`src/rtl/segment_transition_ctl.sv`:
```
// segment_transition_ctl
// Segment-swap controller for the modulation and STM timing paths. Holds the
// active read segment, applies software segment-change requests once their
// transition trigger fires, counts loop repetitions of the active segment and
// raises STOP when a finite run is exhausted. EXT mode instead advances around
// all segments in an endless ring.
module segment_transition_ctl #(
  parameter int NumSegment   = 2,
  parameter int SegWidth     = $clog2(NumSegment),
  parameter int RepWidth     = 16,
  parameter int SysTimeWidth = 56,
  parameter int NumGpio      = 4
) (
  input  logic                    CLK,
  input  logic                    RST_N,
  input  logic                    UPDATE,
  input  logic [SegWidth-1:0]     REQ_SEGMENT,
  input  logic [RepWidth-1:0]     REQ_REP,
  input  logic [7:0]              TRANSITION_MODE,
  input  logic [63:0]             TRANSITION_VALUE,
  input  logic                    SYNC_IDX_ZERO,
  input  logic [SysTimeWidth-1:0] SYS_TIME,
  input  logic [NumGpio-1:0]      GPIO_IN,
  input  logic                    LOOP_END,
  output logic [SegWidth-1:0]     SEGMENT,
  output logic                    SWAP,
  output logic                    STOP,
  output logic                    BUSY,
  output logic                    ERR
);

  localparam int PinWidth = (NumGpio > 1) ? $clog2(NumGpio) : 1;

  // Segment bound with one spare bit so the compare works for any NumSegment.
  localparam logic [SegWidth:0]   SegLimit = (SegWidth+1)'(NumSegment);
  localparam logic [SegWidth-1:0] LastSeg  = SegWidth'(NumSegment - 1);

  // Internal compact encoding of the four legal transition modes.
  localparam logic [1:0] ModeSync = 2'd0;
  localparam logic [1:0] ModeTime = 2'd1;
  localparam logic [1:0] ModeGpio = 2'd2;
  localparam logic [1:0] ModeExt  = 2'd3;

  typedef enum logic [1:0] {
    ST_IDLE    = 2'd0,
    ST_PENDING = 2'd1,
    ST_COUNT   = 2'd2,
    ST_STOPPED = 2'd3
  } state_t;

  // Control state (reset)
  state_t                state_q, state_d;
  logic [SegWidth-1:0]   seg_q, seg_d;
  logic                  swap_q, swap_d;
  logic                  stop_q, stop_d;
  logic                  busy_q, busy_d;
  logic                  err_q, err_d;
  logic [RepWidth-1:0]   cnt_q, cnt_d;
  logic [SegWidth-1:0]   req_seg_q, req_seg_d;
  logic [RepWidth-1:0]   rep_q, rep_d;
  logic [1:0]            mode_q, mode_d;
  logic [NumGpio-1:0]    gpio_prev_q;

  // Trigger operands (only meaningful once a request has been loaded)
  logic [SysTimeWidth-1:0] target_q;
  logic [PinWidth-1:0]     pin_q;
  logic                    load_data;

  // Request decode and trigger evaluation
  logic                  req_valid;
  logic                  req_inf;
  logic                  mode_ok;
  logic [1:0]            req_mode;
  logic [NumGpio-1:0]    gpio_rise;
  logic                  trig;
  logic [SegWidth-1:0]   seg_adv;

  // Only the low bits of TRANSITION_VALUE carry a target time or a pin index.
  logic unused_value_bits;
  assign unused_value_bits = ^TRANSITION_VALUE;

  // Validate the incoming request and map the mode byte to the internal code.
  always_comb begin
    mode_ok  = 1'b1;
    req_mode = ModeSync;
    case (TRANSITION_MODE)
      8'h00:   req_mode = ModeSync;
      8'h01:   req_mode = ModeTime;
      8'h02:   req_mode = ModeGpio;
      8'hF0:   req_mode = ModeExt;
      default: mode_ok  = 1'b0;
    endcase
    req_valid = mode_ok && ({1'b0, REQ_SEGMENT} < SegLimit);
    req_inf   = &REQ_REP;
  end

  // Evaluate the pending request's trigger condition for this cycle.
  always_comb begin
    gpio_rise = GPIO_IN & ~gpio_prev_q;
    trig      = 1'b0;
    case (mode_q)
      ModeTime: trig = (SYS_TIME >= target_q);
      ModeGpio: trig = gpio_rise[pin_q];
      default:  trig = SYNC_IDX_ZERO;
    endcase
    // Explicit wrap so non-power-of-two segment counts ring correctly.
    seg_adv = (seg_q == LastSeg) ? '0 : seg_q + SegWidth'(1);
  end

  // Next-state logic: a request always takes priority over triggers and loop ends.
  always_comb begin
    state_d   = state_q;
    seg_d     = seg_q;
    swap_d    = 1'b0;
    stop_d    = stop_q;
    busy_d    = busy_q;
    err_d     = err_q;
    cnt_d     = cnt_q;
    req_seg_d = req_seg_q;
    rep_d     = rep_q;
    mode_d    = mode_q;
    load_data = 1'b0;
    if (UPDATE) begin
      if (!req_valid) begin
        err_d = 1'b1;
      end else begin
        err_d     = 1'b0;
        stop_d    = 1'b0;
        req_seg_d = REQ_SEGMENT;
        rep_d     = REQ_REP;
        mode_d    = req_mode;
        cnt_d     = '0;
        if (req_inf) begin
          state_d = ST_IDLE;
          seg_d   = REQ_SEGMENT;
          swap_d  = 1'b1;
          busy_d  = 1'b0;
        end else begin
          state_d   = ST_PENDING;
          busy_d    = 1'b1;
          load_data = 1'b1;
        end
      end
    end else begin
      case (state_q)
        ST_PENDING: begin
          if (trig) begin
            seg_d   = req_seg_q;
            swap_d  = 1'b1;
            busy_d  = 1'b0;
            cnt_d   = '0;
            state_d = ST_COUNT;
          end
        end
        ST_COUNT: begin
          // A loop end coincident with the swap belongs to the old segment.
          if (LOOP_END && !swap_q) begin
            if (cnt_q == rep_q) begin
              if (mode_q == ModeExt) begin
                seg_d  = seg_adv;
                swap_d = 1'b1;
                cnt_d  = '0;
              end else begin
                stop_d  = 1'b1;
                state_d = ST_STOPPED;
              end
            end else begin
              cnt_d = cnt_q + RepWidth'(1);
            end
          end
        end
        default: ;
      endcase
    end
  end

  // Control registers; reset returns to IDLE with an infinite repeat.
  always_ff @(posedge CLK or negedge RST_N) begin
    if (!RST_N) begin
      state_q     <= ST_IDLE;
      seg_q       <= '0;
      swap_q      <= 1'b0;
      stop_q      <= 1'b0;
      busy_q      <= 1'b0;
      err_q       <= 1'b0;
      cnt_q       <= '0;
      req_seg_q   <= '0;
      rep_q       <= '1;
      mode_q      <= ModeSync;
      gpio_prev_q <= '0;
    end else begin
      state_q     <= state_d;
      seg_q       <= seg_d;
      swap_q      <= swap_d;
      stop_q      <= stop_d;
      busy_q      <= busy_d;
      err_q       <= err_d;
      cnt_q       <= cnt_d;
      req_seg_q   <= req_seg_d;
      rep_q       <= rep_d;
      mode_q      <= mode_d;
      gpio_prev_q <= GPIO_IN;
    end
  end

  // Trigger operands of a finite request; read only while PENDING.
  always_ff @(posedge CLK) begin
    if (load_data) begin
      target_q <= TRANSITION_VALUE[SysTimeWidth-1:0];
      pin_q    <= TRANSITION_VALUE[PinWidth-1:0];
    end
  end

  // Outputs come straight from registers.
  always_comb begin
    SEGMENT = seg_q;
    SWAP    = swap_q;
    STOP    = stop_q;
    BUSY    = busy_q;
    ERR     = err_q;
  end

endmodule
```
`config.mk`:
```
export PLATFORM = sky130hd
export DESIGN_NAME = segment_transition_ctl
export DESIGN_NICKNAME = d
export VERILOG_FILES = /design/src/rtl/segment_transition_ctl.sv
export SDC_FILE = /design/constraint.sdc
export NUM_CORES = 1
export LEC_CHECK = 0
export ABC_AREA = 1
export BUFFER_PORTS_ARGS = -buffer_cell sky130_fd_sc_hd__buf_2
export CAP_MARGIN = 20
export CORE_UTILIZATION = 58
export CTS_CLUSTER_DIAMETER = 100
export DETAILED_ROUTE_END_ITERATION = 10
export PLACE_DENSITY = 0.86
export SYNTH_ARGS = -nofsm -noshare
export SYNTH_HDL_FRONTEND = slang
export SYNTH_SLANG_ARGS = --single-unit
```
`constraint.sdc`:
```
create_clock -name CLK -period 6.13 [get_ports CLK]
set_input_delay 0.9195 -clock CLK [delete_from_list [all_inputs] [get_ports CLK]]
set_output_delay 0.9195 -clock CLK [all_outputs]
set_load 0.05 [all_outputs]
```
==> results by group, run 1 <==
STA
  • Worst clock skew: 0.0139 ns
  • Final setup fails: 0
  • RSZ-0062 raised after global routing: no
  • TNS Setup: 0 ns
  • Max Clock Freq: 0.277 GHz
  • Part of the cycle the worst path needs: 59.0%
  • Slew Limit Fails: 0
  • Final min period: 3.62 ns
  • Worst Slack Setup Final: 2.51 ns
  • Max-slew headroom: 38.7%
  • Final hold violations: 0
  • Slew at the pin closest to its max-slew limit: 0.918 ns

Finish
  • Synth-to-Final Area Change: 18.1%
  • FILL cells: 806
  • Final Non-Filler Cells: 974
  • ANT cells: 0
  • Layout cell share with drive strength beyond 1: 29.2%
  • NumNets Final: 1049
  • Post-layout util: 70.2%

Placed design
  • PortBufs: 150
  • Inst Count DP: 957
  • DP HPWL: 10.9 mm
  • Placer Congestion: 0.897
  • Post-Place Setup Slack: 2.08 ns

Setup path
  • Critical path endpoint category: flop
  • Crit path required time: 6.18 ns
  • Crit Path Category: in -> reg
  • Crit path arrival time: 3.67 ns
  • FF-to-FF setup slack: 3.64 ns
  • Critical Path Fanout Max: 32
  • Crit-path cells: buf_2 -> or2_1 -> nor2_2 -> nand4_1 -> o21ai_1 -> nor2_1 -> nor2_4 -> inv_2 -> nor2_4 -> buf_4
  • Cell family with most CP delay: simple AND/OR/NAND/NOR gates
  • R2r startpoint: target_q[39]
  • CP max-delay cell: nor2_4
  • CP startpoint kind: input port
  • Reg2reg end: cnt_q[2]
  • Buf/Inv on CP: 3
  • Reg2Reg Depth: 16
  • CP dominant cell by count: nor2_4
  • CP max stage delay: 0.78 ns

Power
  • Max VDD drop: 0.000143 V
  • Clock network fraction of design power: 28.6%
  • Gate power share: 20.6%
  • Net load switching power: 461 uW
  • LEAKAGE: 0.00360 uW
  • P_int: 1130 uW
  • Tot Pwr: 1590 uW
  • Switching share of power: 29.0%
  • Reg power frac: 50.8%
  • Pwr per Cell Area: 220 nW/um^2

Global route
  • Largest net degree at the start of global routing: 47
  • Initial antenna violation count: 0
  • Overflow after GRT: 0
  • Aggregate global-route resource usage: 26.9%
  • First-pass GRT wire length: 23.1 mm
  • Vias in the first global route: 5115

Drt
  • Post-Route WL: 13.8 mm
  • First drt pass iteration count: 5
  • DRC: 0
  • DRT iter0 DRCs: 278
  • Vias per inst: 5.19
  • Drt wl/cell: 14.2 um
  • Final ANT Viol Nets: 0
  • Vias post-DR: 5055

Clock tree
  • Worst skew pair latency: 0.38 ns
  • PostCTS Resize Cnt: 0
  • Cts-stage hold buffer count: 0
  • Max clock buf depth: 2
  • CTS sink cnt: 102
  • CTS buffer count: 9
  • Depth of the CTS H-tree: 3
  • Clk slew on worst S/H paths: 0.09 ns
  • TritonCTS clock tree: done
  • Root Buffer: clkbuf_8
  • Setup bufs post-CTS: 0

Synthesis
  • Synth top area share: 27.5%
  • Unique masters post-synth: 39
  • Post-synth ARST share: 45.1%
  • Ys Warns: 0
  • Most common cell in the netlist: nand2_1
  • Number of synthesized flops with an enable pin: 56
  • Area of the mapped netlist: 6110 sq um
  • Synth top area cells: edfxtp_1 (28%), ha_1 (13%), dfrtp_1 (12%)
  • Ys flop type: edfxtp_1
  • Flops & latches, synth: 102
  • Post-synth top area cell: edfxtp_1
  • Post-synthesis instance total: 679
  • Synthesized Nets: 895
  • Post-Syn Area per Cell: 9.00 sq um
  • Seq/Total Area, Yosys: 46.7%
  • Synth top cells by count: nand2_1 (189), inv_1 (108), ha_1 (62)

Job
  • Max-cap viol count: 0

Floorplanning
  • Site Rows: 37
  • Die ar.: 10900 sq um
  • Starting Density: 59.4%
  • Die width: 105 um
  • Ports: 159
  • Core area: 10300 sq um
  • Die height: 105 um

Outcome
  • Status: completed

Worst hold path
  • HP Class: in -> async
stage by stage:
stage | hold WS [ns] | cell area (sq um)
2_1_floorplan | 0.447 | 6110
3_3_place_gp | 0.457 | 6980
3_5_place_dp | 0.464 | 6980
4_1_cts | 0.479 | 7190
5_1_grt | 0.398 | 7210
6_report | 0.397 | 7210
cell families (layout without fill, tap and decap cells):
kind of cell | count (synthesis) | in the layout | share of synthesized area [%]
adder cells (fa/ha/maj) | 62 | 62 | 12.7
XOR/XNOR | 12 | 12 | 1.72
AND/OR/NAND/NOR | 316 | 316 | 24.1
buffers and inverters | 123 | 282 | 8.03
flip-flops | 102 | 102 | 46.7
AO/OA/AOI/OAI | 64 | 64 | 6.76
power by group through the flow:
| stage | combinational, uW | sequential [uW] | clock, uW |
|---|---|---|---|
| after global routing | 372 | 811 | 484 |
| after floorplan | 215 | 829 | 0 |
| final | 327 | 805 | 454 |
| after CTS | 328 | 806 | 459 |
| after detailed placement | 326 | 820 | 0 |
| after global placement | 308 | 817 | 0 |
cell type report:
cell class | instances | area [sq um] | area share (%)
clock buffer | 13 | 170 | 2.36
multi-input combinational | 454 | 2770 | 38.4
clock inverter | 3 | 41.3 | 0.572
inverter | 114 | 428 | 5.93
tap | 136 | 170 | 2.36
sequential | 102 | 2850 | 39.5
timing repair buffer | 152 | 778 | 10.8
worst register-to-register path, stage by stage, from the launching register on:
cell and delay, ns:
edfxtp_1 0.38, inv_1 0.07, ha_1 0.23, a21o_1 0.18
nor2_1 0.16, nand2_1 0.10, nand2_1 0.08, nand3_1 0.11
nor2_1 0.10, nand2_1 0.09, nand2_1 0.06, nand2_1 0.05
nand2_2 0.11, nand3_4 0.12, nand2_4 0.36, nand2_1 0.15
o21ai_2 0.07
metal layers:
metal  global-route usage, %  routed length (um)  vias to the layer above
met4                    11.4                 386                        0
met3                    5.05                 809                       32
met5                       0                   0                        -
met1                    31.6                5600                     2322
li1                        -                   -                     2496
met2                    48.0                7040                      205
cells in the final DEF (no fill, tap or decap), types with 2 or more instances in the layout:
| cell type | n |
|---|---|
| a21o_1 | 5 |
| nand4_1 | 14 |
| nor2_2 | 11 |
| o21ai_0 | 13 |
| nor2_4 | 5 |
| xnor2_1 | 10 |
| or2_1 | 3 |
| ha_1 | 62 |
| clkbuf_1 | 2 |
| nand2_1 | 189 |
| dfrtp_1 | 30 |
| xor2_1 | 2 |
| nand3_2 | 6 |
| nand3_1 | 23 |
| clkbuf_8 | 10 |
| inv_2 | 6 |
| nand3b_1 | 6 |
| a21oi_1 | 22 |
| nand2_2 | 10 |
| buf_2 | 150 |
| or2_0 | 2 |
| o21ai_2 | 18 |
| o21ai_1 | 2 |
| inv_1 | 108 |
| nor2_1 | 35 |
| nor3_1 | 4 |
| dfstp_2 | 16 |
| edfxtp_1 | 56 |
| or2_2 | 2 |
sequential cells by signal, summed over array words and instances, names as in the netlist, 2 cells and up:
name         flops
mode_q           2
rep_q           16
cnt_q           16
gpio_prev_q      4
state_q          2
target_q        56
how the worst max path moves through the flow:
stage                                  start            to  depth (start not counted)
after floorplan           TRANSITION_MODE[3]   target_q[0]                         10
after global placement    TRANSITION_MODE[3]  target_q[44]                         10
after detailed placement  TRANSITION_MODE[3]  target_q[44]                         10
after CTS                 TRANSITION_MODE[3]  target_q[32]                         10
after global routing      TRANSITION_MODE[3]   target_q[6]                         10
final                     TRANSITION_MODE[3]  target_q[32]                         10
Power figures use the tool's default switching activity.
==> run 2: changes to the inputs <==
--- a/config.mk
+++ b/config.mk
@@ -5,13 +5,13 @@
 export SDC_FILE = /design/constraint.sdc
 export NUM_CORES = 1
 export LEC_CHECK = 0
-export ABC_AREA = 1
+export ABC_AREA = 0
 export BUFFER_PORTS_ARGS = -buffer_cell sky130_fd_sc_hd__buf_2
 export CAP_MARGIN = 20
-export CORE_UTILIZATION = 58
+export CORE_UTILIZATION = 53
 export CTS_CLUSTER_DIAMETER = 100
 export DETAILED_ROUTE_END_ITERATION = 10
-export PLACE_DENSITY = 0.86
+export PLACE_DENSITY = 0.81
 export SYNTH_ARGS = -nofsm -noshare
 export SYNTH_HDL_FRONTEND = slang
 export SYNTH_SLANG_ARGS = --single-unit
==> constraint.sdc (replaced) <==
create_clock -name CLK -period 3.45 [get_ports CLK]
set_input_delay 0.5175 -clock CLK [delete_from_list [all_inputs] [get_ports CLK]]
set_output_delay 0.5175 -clock CLK [all_outputs]
set_load 0.05 [all_outputs]
==> run 2 against run 1 <==
Setup slack worse by 1.9 ns. Count of clock-buffer cells in the layout down 2. Synthesized cell count down 20%. Sequential cell count unchanged. Register-to-register slack worse by 3.0 ns. Critical path depth unchanged. Largest cell class unchanged. Highest routed layer is now met5.
==> results by group, run 2 <==
STA
  • Slew at the pin closest to its max-slew limit: 0.550 ns
  • Final hold violations: 0
  • Part of the cycle the worst path needs: 82.1%
  • Max Clock Freq: 0.353 GHz
  • TNS Setup: 0 ns
  • Max-slew headroom: 63.3%
  • WHS: 0.251 ns
  • Final min period: 2.83 ns
  • RSZ-0062 raised after global routing: no
  • Slew Limit Fails: 0
  • Worst clock skew: 0.0202 ns
  • Final setup fails: 0

Placed design
  • DP HPWL: 10.4 mm
  • Inst Count DP: 824
  • PortBufs: 150
  • Placed inst area: 6800 sq um
  • Placer Congestion: 0.872

Finish
  • Post-route design area: 7010 sq um
  • Largest registers: target_q (56), cnt_q (16), rep_q (16)
  • Synth-to-Final Area Change: 20.0%
  • Biggest register: target_q
  • Most frequent cells in the layout: buf_2 (150), inv_1 (69), ha_1 (62)
  • NumNets Final: 917
  • ANT cells: 0
  • Commonest non-fill, non-tap cell in the layout: buf_2
  • Max reg flops: 56
  • Final Non-Filler Cells: 842
  • Layout cell share with drive strength beyond 1: 31.7%

Synthesis
  • Seq/Total Area, Yosys: 48.8%
  • Post-synthesis instance total: 541
  • Area of the mapped netlist: 5840 sq um
  • Ys flop type: edfxtp_1
  • Post-synth top area cell: edfxtp_1
  • Unique masters post-synth: 56
  • Post-synth ARST share: 45.1%
  • Synth top area share: 28.8%
  • Synth top cells by count: inv_1 (69), ha_1 (62), edfxtp_1 (56)
  • Flops & latches, synth: 102
  • Synth top area cells: edfxtp_1 (29%), ha_1 (13%), dfrtp_1 (13%)
  • Synthesized Nets: 757
  • Post-Syn Area per Cell: 10.8 sq um
  • Most common cell in the netlist: inv_1
  • Number of synthesized flops with an enable pin: 56
  • Ys Warns: 0

Job
  • Max-cap viol count: 0

Clock tree
  • Cts-stage hold buffer count: 0
  • TritonCTS clock tree: done
  • CTS buffer count: 9
  • Max clock buf depth: 2
  • Setup bufs post-CTS: 0
  • Depth of the CTS H-tree: 3
  • PostCTS Resize Cnt: 0
  • CTS sink cnt: 102
  • Root Buffer: clkbuf_8
  • Clk slew on worst S/H paths: 0.11 ns
  • Worst skew pair latency: 0.39 ns

Drt
  • First drt pass iteration count: 5
  • DRT iter0 DRCs: 299
  • Vias per inst: 5.61
  • Final ANT Viol Nets: 0
  • M1 wire length: 5.29 mm
  • Top routing layer in use: met5
  • DRC: 0
  • Drt wl/cell: 15.9 um
  • Post-Route WL: 13.4 mm
  • WL met2: 6.68 mm
  • Wire length on met3: 1.05 mm
  • Vias post-DR: 4721

Worst hold path
  • HP Class: in -> reg

Setup path
  • Crit path arrival time: 3.12 ns
  • Cell family with most CP delay: compound AO/OA/AOI/OAI gates
  • CP max stage delay: 0.42 ns
  • Critical Path Fanout Max: 11
  • CP max-delay cell: edfxtp_1
  • Crit path required time: 3.74 ns
  • CP startpoint kind: flop
  • Crit Path Category: reg -> reg
  • Buf/Inv on CP: 1
  • Crit-path cells: inv_1 -> ha_1 -> nor2b_1 -> o211ai_1 -> a21oi_1 -> o31a_1 -> o2111ai_1 -> a21bo_2 -> nand2_1 -> a221o_1
  • Critical path endpoint category: flop

Global route
  • Vias in the first global route: 4734
  • First-pass GRT wire length: 22.2 mm
  • Largest net degree at the start of global routing: 58
  • Initial antenna violation count: 1
  • Overflow after GRT: 0
  • Aggregate global-route resource usage: 25.2%

Power
  • Pwr per Cell Area: 414 nW/um^2
  • Gate power share: 25.0%
  • LEAKAGE: 0.00325 uW
  • Switching share of power: 31.2%
  • P_int: 1990 uW
  • Net load switching power: 905 uW
  • Clock network fraction of design power: 24.3%
  • Reg power frac: 50.8%
  • Max VDD drop: 0.000398 V

Floorplanning
  • Die width: 107 um
  • Starting Density: 55.6%
  • Ports: 159
  • Core area: 10500 sq um
  • Die height: 107 um
  • Die ar.: 11400 sq um
  • Site Rows: 37

Outcome
  • Status: completed
-- run 2: cell types whose count changed in the layout (fill, tap and decap cells not counted), sizes merged, moves of 7 or more --
cell | before | now
buf | 152 | 161
and3 | 1 | 11
nand4 | 14 | 22
nor2 | 52 | 23
nand2b | 0 | 7
inv | 114 | 73
nand2 | 200 | 24
mux2 | 0 | 18
-- run 2: layer usage --
metal	vias up	track usage, %
met3	37	7.17
met1	2188	28.7
met5	-	0
li1	2292	-
met2	202	44.3
met4	2	10.4
-- run 2: path summary, 6_finish.rpt --
kind,start,to,slack [ns],cells past startpoint
max,target_q[1],cnt_q[12],0.62,10
min,GPIO_IN[2],gpio_prev_q[2],0.25,1
max reg2reg,target_q[1],cnt_q[12],0.62,10
min reg2reg,BUSY,BUSY,0.48,1
max in group asynchronous,RST_N,rep_q[10],2.44,3
min in group asynchronous,RST_N,cnt_q[11],0.48,2
-- run 2: worst reg2reg max path: stages (launching register included) --
cell and delay [ns]:
edfxtp_1 0.42, inv_1 0.09, ha_1 0.24, nor2b_1 0.14, o211ai_1 0.15, a21oi_1 0.09, o31a_1 0.24, o2111ai_1 0.40
a21bo_2 0.37, nand2_1 0.23, a221o_1 0.37
-- run 2: power groups by stage --
stage                     Sequential, uW  Clock [uW]  Combinational [uW]
final                               1470         703                 725
after global routing                1480         773                 807
after CTS                           1470         731                 719
after detailed placement            1500           0                 715
after global placement              1490           0                 687
after floorplan                     1530           0                 425
-- run 2: logic make-up (layout without fill, tap and decap cells) --
logic type,after synthesis,in the layout,share of synthesized area [%]
buffers and inverters,82,247,5.42
XOR/XNOR,16,16,2.40
AND/OR/NAND/NOR,157,157,14.6
AO/OA/AOI/OAI,102,102,11.6
flip-flops,102,102,48.8
multiplexers,20,20,3.81
adder cells (fa/ha/maj),62,62,13.3
-- run 2: cell type report --
| type | count | area [sq um] |
|---|---|---|
| Fill cell | 803 | 3500 |
| Clock inverter | 5 | 30.0 |
| Timing Repair Buffer | 162 | 868 |
| Sequential cell | 102 | 2850 |
| Multi-Input combinational cell | 357 | 2680 |
| Tap cell | 136 | 170 |
| Inverter | 69 | 259 |
| Clock buffer | 11 | 145 |
-- run 2: per-stage QoR --
stage          util (%)  worst slack [ns]  total power, uW
2_1_floorplan         -            0.0331             1950
3_3_place_gp       64.7             0.381             2180
3_5_place_dp       64.7             0.331             2210
4_1_cts            66.4             0.569             2920
5_1_grt            66.7             0.433             3060
6_report           66.7             0.617             2900
